<file path="config.mk">
export PLATFORM = sky130hd
export DESIGN_NAME = seg_scan_decoder
export DESIGN_NICKNAME = d
export VERILOG_FILES = /design/src/rtl/seg_pkg.sv /design/src/rtl/seg_pattern_decode.sv /design/src/rtl/seg_scan_decoder.sv
export SDC_FILE = /design/constraint.sdc
export NUM_CORES = 1
export LEC_CHECK = 0
export ABC_AREA = 1
export CAP_MARGIN = 20
export CELL_PAD_IN_SITES_DETAIL_PLACEMENT = 0
export CELL_PAD_IN_SITES_GLOBAL_PLACEMENT = 2
export CORE_UTILIZATION = 28
export CTS_CLUSTER_DIAMETER = 60
export DETAILED_ROUTE_END_ITERATION = 8
export PLACE_DENSITY = 0.83
export SETUP_SLACK_MARGIN = 0.4
export SYNTH_ARGS = -nofsm -noshare
export SYNTH_HDL_FRONTEND = slang
export SYNTH_HIERARCHICAL = 1
export SYNTH_SLANG_ARGS = --single-unit
</file>
<file path="constraint.sdc">
create_clock -name clk -period 3.7 [get_ports clk]
set_input_delay 0.74 -clock clk [delete_from_list [all_inputs] [get_ports clk]]
set_output_delay 0.74 -clock clk [all_outputs]
set_load 0.02 [all_outputs]
</file>
<file path="src/rtl/seg_pkg.sv">
// seg_pkg: shared definitions for the seven-segment encoder/decoder pair.
// Holds the default digit count, segment bus width, the nibble/segment types
// and the common-anode code table. The display driver reads the same table,
// so encoder and decoder cannot drift apart.
package seg_pkg;

    localparam int NUM_DIGITS_DEFAULT = 6;
    localparam int SEG_W              = 8;

    typedef logic [SEG_W-1:0] seg_t;
    typedef logic [3:0]       nibble_t;

    // Active-low common-anode codes for 0..F, with dp (bit7) held off (1).
    localparam seg_t SEG_CODE [16] = '{
        8'hC0, 8'hF9, 8'hA4, 8'hB0, 8'h99, 8'h92, 8'h82, 8'hF8,
        8'h80, 8'h90, 8'h88, 8'h83, 8'hC6, 8'hA1, 8'h86, 8'h8E
    };

endpackage

</file>
<file path="src/rtl/seg_pattern_decode.sv">
// seg_pattern_decode: combinational reverse lookup of a 7-bit active-low
// segment pattern (g..a) against SEG_CODE.
//   pat : segment bits 6:0 as seen on the bus (dp excluded)
//   nib : recovered hex value (0 when there is no hit)
//   hit : 1 when the pattern is one of the sixteen legal codes
module seg_pattern_decode
    import seg_pkg::*;
(
    input  logic [6:0] pat,
    output nibble_t    nib,
    output logic       hit
);

    // The table entries are all distinct, so at most one entry matches.
    always_comb begin
        nib = '0;
        hit = 1'b0;
        for (int k = 0; k < 16; k++) begin
            if (SEG_CODE[k][6:0] == pat) begin
                nib = nibble_t'(k);
                hit = 1'b1;
            end
        end
    end

endmodule

</file>
<file path="src/rtl/seg_scan_decoder.sv">
// seg_scan_decoder: monitors the active-low digit-select and segment nets of
// a seven-segment display and recovers the nibble and decimal point per
// digit. Works for static drive (all digits selected) and for multiplexed
// scanning (one digit selected at a time). A bus value is committed once it
// has been held for STABLE_CYCLES consecutive identical samples.
//   clk, rst    : clock, synchronous active-high reset
//   sel         : digit select, active-low, one bit per digit
//   seg_led     : segments, active-low; bit7 = dp, bits 6:0 = g..a
//   clr_err     : clears the sticky error flags (a same-edge error wins)
//   digits      : decoded nibbles, digit i at [4i+3:4i]
//   dp          : decimal point lit, per digit
//   digit_valid : last commit to digit i was a legal pattern
//   upd         : one-cycle pulse after every commit
//   err_sel     : sticky, an illegal select combination was committed
//   err_pat     : sticky, an unrecognised segment pattern was committed
module seg_scan_decoder
    import seg_pkg::*;
#(
    parameter int NUM_DIGITS    = NUM_DIGITS_DEFAULT,
    parameter int STABLE_CYCLES = 4
) (
    input  logic                    clk,
    input  logic                    rst,
    input  logic [NUM_DIGITS-1:0]   sel,
    input  logic [SEG_W-1:0]        seg_led,
    input  logic                    clr_err,
    output logic [4*NUM_DIGITS-1:0] digits,
    output logic [NUM_DIGITS-1:0]   dp,
    output logic [NUM_DIGITS-1:0]   digit_valid,
    output logic                    upd,
    output logic                    err_sel,
    output logic                    err_pat
);

    localparam logic [7:0] STABLE = 8'(STABLE_CYCLES);

    typedef struct packed {
        logic [NUM_DIGITS-1:0] sel;
        seg_t                  seg;
    } samp_t;

    samp_t                          samp_q, samp_d;
    logic [7:0]                     cnt_q, cnt_d;
    logic                           committed_q, committed_d;
    logic [NUM_DIGITS-1:0][3:0]     digits_q, digits_d;
    logic [NUM_DIGITS-1:0]          dp_q, dp_d;
    logic [NUM_DIGITS-1:0]          valid_q, valid_d;
    logic                           upd_q, upd_d;
    logic                           err_sel_q, err_sel_d;
    logic                           err_pat_q, err_pat_d;

    logic                           same, commit;
    logic [NUM_DIGITS-1:0]          low, apply_mask;
    logic                           bad_sel;
    nibble_t                        dec_nib;
    logic                           dec_hit;

    seg_pattern_decode u_dec (
        .pat (samp_q.seg[6:0]),
        .nib (dec_nib),
        .hit (dec_hit)
    );

    // Select classification: none low = blank, all low = static,
    // exactly one low = scan; anything else is an illegal combination.
    always_comb begin
        low        = ~samp_q.sel;
        apply_mask = '0;
        if ((&low) || $onehot(low)) apply_mask = low;
        bad_sel    = (|low) && !(&low) && !$onehot(low);
    end

    always_comb begin
        samp_d      = {sel, seg_led};
        same        = (samp_d == samp_q);
        cnt_d       = cnt_q;
        committed_d = committed_q;
        if (!same) begin
            cnt_d       = '0;
            committed_d = 1'b0;
        end else if (cnt_q != STABLE) begin
            cnt_d = cnt_q + 8'd1;
        end
        // Only the edge that brings the count to STABLE commits; the
        // committed flag stops a held value from committing again.
        commit = same && (cnt_d == STABLE) && !committed_q;
        if (commit) committed_d = 1'b1;

        digits_d  = digits_q;
        dp_d      = dp_q;
        valid_d   = valid_q;
        upd_d     = commit;
        err_sel_d = clr_err ? 1'b0 : err_sel_q;
        err_pat_d = clr_err ? 1'b0 : err_pat_q;

        if (commit) begin
            if (bad_sel) err_sel_d = 1'b1;
            if ((|apply_mask) && !dec_hit) err_pat_d = 1'b1;
            for (int i = 0; i < NUM_DIGITS; i++) begin
                if (apply_mask[i]) begin
                    dp_d[i]    = ~samp_q.seg[7];
                    valid_d[i] = dec_hit;
                    if (dec_hit) digits_d[i] = dec_nib;
                end
            end
        end
    end

    always_ff @(posedge clk) begin
        if (rst) begin
            samp_q      <= '{sel: '1, seg: '0};
            cnt_q       <= '0;
            committed_q <= 1'b1;
            digits_q    <= '0;
            dp_q        <= '0;
            valid_q     <= '0;
            upd_q       <= 1'b0;
            err_sel_q   <= 1'b0;
            err_pat_q   <= 1'b0;
        end else begin
            samp_q      <= samp_d;
            cnt_q       <= cnt_d;
            committed_q <= committed_d;
            digits_q    <= digits_d;
            dp_q        <= dp_d;
            valid_q     <= valid_d;
            upd_q       <= upd_d;
            err_sel_q   <= err_sel_d;
            err_pat_q   <= err_pat_d;
        end
    end

    assign digits      = digits_q;
    assign dp          = dp_q;
    assign digit_valid = valid_q;
    assign upd         = upd_q;
    assign err_sel     = err_sel_q;
    assign err_pat     = err_pat_q;

endmodule

</file>
==> results.json <==
{
  "grt_first_pass_wirelength_microns": 14000,
  "firstDrtPassIters": 4,
  "worst_hold_path_type": "register to register",
  "synthTopCellsByArea": "dfxtp_1, nand2_1, nor2_1, inv_1, nand3_1",
  "port_buffers": 55,
  "regToRegStartpoint": "samp_q[8]",
  "rsz0062_at_grt": "yes",
  "coreArea_sq_um": 11000,
  "max_stage_delay_ns": 0.54,
  "num_antenna_cells": 0,
  "slew_violations": 0,
  "reg2reg_to": "digits[9]",
  "skew_ns": 0.00694,
  "hold_violations": 0,
  "cpMaxStageDelayCell": "fa_1",
  "synth_commonest_cells": "nand2_1, nor2_1, inv_1",
  "synth_cells": 489,
  "start_util_pct": 29.0,
  "fillers": 1154,
  "power.leakage_uw": 0.00213,
  "cellPowerDensity_nw_per_um2": 409,
  "period_share_pct": 93.5,
  "crit_top_cell": "fa_1",
  "crit_fanout": 5,
  "h-tree-depth": 3,
  "path_clk_slew_ns": 0.05,
  "outcome": "finished, final reports clean",
  "drive_gt1_share_pct": 12.3,
  "async_flop_share_pct": 0,
  "worstMarginPinSlew_ns": 0.630,
  "root_buffer": "clkbuf_16",
  "finalNetCount": 583,
  "postRouteAntennaNets": 0,
  "fin_tns_setup_ns": 0,
  "maxCapViolCount": 0,
  "r2r_setup_slack_ns": 0.24,
  "crit_path_start": "samp_q[8]",
  "ys_seq_area_share_pct": 39.0,
  "total_power_uw": 1810,
  "syn_to_final_growth_pct": 38.7,
  "post-synth-top-area-cell": "dfxtp_1",
  "vias": 3018,
  "crit_required_ns": 3.97,
  "setup_viol": 0,
  "drt_wl_total_microns": 8400,
  "synth_area_sq_um": 3180,
  "first_global_vias": 2913,
  "gp_congestion": 0.858,
  "post_drt_wl_per_cell_microns": 11.9,
  "path_cells": "fa_1, inv_1, fa_1, ha_2, fa_1, or3b_1, nand2_2, clkinvlp_4, buf_12, nor2_4, nand4_1, nand2_1, nand2_1, nor2_1",
  "route.detailed.drc": 0,
  "die_area_sq_um": 11800,
  "setup.worst_path.end": "digits[9]",
  "ys_seq_elements": 62,
  "clock.fmax_mhz": 289,
  "io_pins": 56,
  "antenna_found_initial": 0,
  "ys_warn_count": 6,
  "end_kind": "register",
  "cp-start-kind": "register",
  "ir_drop_uv": 235,
  "tritoncts": "yes",
  "grt-ovfl-total": 0,
  "clock_sinks": 62,
  "cp.arrival_ns": 3.73,
  "path_class": "register to register",
  "drt_iter0_drc": 91,
  "clockBufferDepth": 2,
  "rr_worst_depth": 14,
  "hpwl_microns": 5980,
  "vias_per_cell": 4.29,
  "clk_latency_ns": 0.33,
  "grt_max_degree": 33,
  "synth_enable_flop_cells": 0,
  "grtUsageTotal_pct": 15.5,
  "rows": 38,
  "utilization_pct": 40.2,
  "synth.distinct_cells": 29,
  "synth-main-ff-cell": "dfxtp_1",
  "yosysTopAreaCellShare_pct": 39.0,
  "slew_headroom_pct": 57.9,
  "cts_inserted_buffers": 9,
  "synthesis.nets": 514,
  "fp.dieH_microns": 109,
  "die-width_microns": 109,
  "synth_area_per_cell_sq_um": 6.51,
  "min_period_ns": 3.46,
  "yosys.cell_count.top_type": "nand2_1"
}
worst max-delay path: cells and delay by family (launching register included):
kind | cells | cell delay, ns
fa+ha+maj | 4 | 1.61
buf+inv | 3 | 0.31
flops | 1 | 0.35
simple gates | 7 | 1.12
report_power, final:
group | internal [uW] | leakage [uW] | switching [uW]
combinational | 84.5 | 0.00147 | 125
sequential | 676 | 0.000504 | 13.6
clock | 606 | 0.000157 | 301
total | 1370 | 0.00213 | 439
cell usage in the layout, fill, tap and decap left out, types with 5 or more instances in the layout:
cell | synthesis | final
nand4_1 | 8 | 9
o21bai_1 | 7 | 7
dfxtp_1 | 62 | 60
o21ai_1 | 10 | 9
clkbuf_16 | 0 | 9
inv_1 | 81 | 79
buf_4 | 0 | 9
a21oi_1 | 11 | 7
inv_2 | 10 | 11
nand2_1 | 132 | 131
nand3_1 | 25 | 25
nor2_1 | 95 | 88
nand4_4 | 0 | 5
nor2_2 | 6 | 7
nor2_4 | 2 | 8
clkdlybuf4s50_1 | 0 | 55
sequential cells by signal, summed over array words and instances (netlist names), 6 cells and up:
signal / count
digits: 24
samp_q: 14
cnt_q: 8
digit_valid: 6
dp: 6
how the worst min path moves through the flow:
stage,slack [ns],from,cells after the start,endpoint
after floorplan,0.44,committed_q,2,committed_q
after global placement,0.46,err_pat,2,err_pat
after detailed placement,0.46,committed_q,2,committed_q
after CTS,0.47,err_pat,2,err_pat
after global routing,0.49,digit_valid[5],2,digit_valid[5]
final,0.46,err_pat,2,err_pat
cell type report:
type,instances,area (sq um),share of cell area (%)
Multi-Input combinational cell,328,1680,38.1
Timing Repair Buffer,66,649,14.7
Tap cell,140,175,3.97
Sequential cell,62,1250,28.3
Clock inverter,4,70.1,1.59
Inverter,91,345,7.82
Clock buffer,12,246,5.58
cell families (layout without fill, tap and decap cells):
group           count (synthesis)  count (layout)  synth area share (%)
flops                          62              62                  39.0
buf+inv                       100             173                  12.1
xor+xnor                        4               4                  1.10
compound gates                 30              30                  5.38
fa+ha+maj                       8               8                  3.85
simple gates                  285             286                  38.6
routing by layer:
metal,routed length [microns],part of all wire [%],GRT usage (%)
met4,84,1.0,4.73
met3,314,3.7,4.24
met1,4070,48,19.8
met2,3930,47,25.5
met5,0,0,0
per-stage QoR:
stage | area (sq um) | std cells | worst slack [ns] | hold slack (ns)
6_report | 4420 | 703 | 0.240 | 0.463
5_1_grt | 4420 | 703 | 0.100 | 0.493
4_1_cts | 4380 | 701 | 0.262 | 0.470
3_5_place_dp | 3900 | 679 | 0.128 | 0.460
3_3_place_gp | 3900 | 679 | 0.253 | 0.459
2_1_floorplan | 3180 | 489 | 0.526 | 0.443
what timing repair did:
item,in CTS,in global routing
gates cloned,1,0
hold buffers,0,0
gates resized for setup,26,6
setup buffers,5,2
setup endpoints to repair,36,36
pin swaps,8,4
No activity file was read; power rests on OpenSTA's default activity.
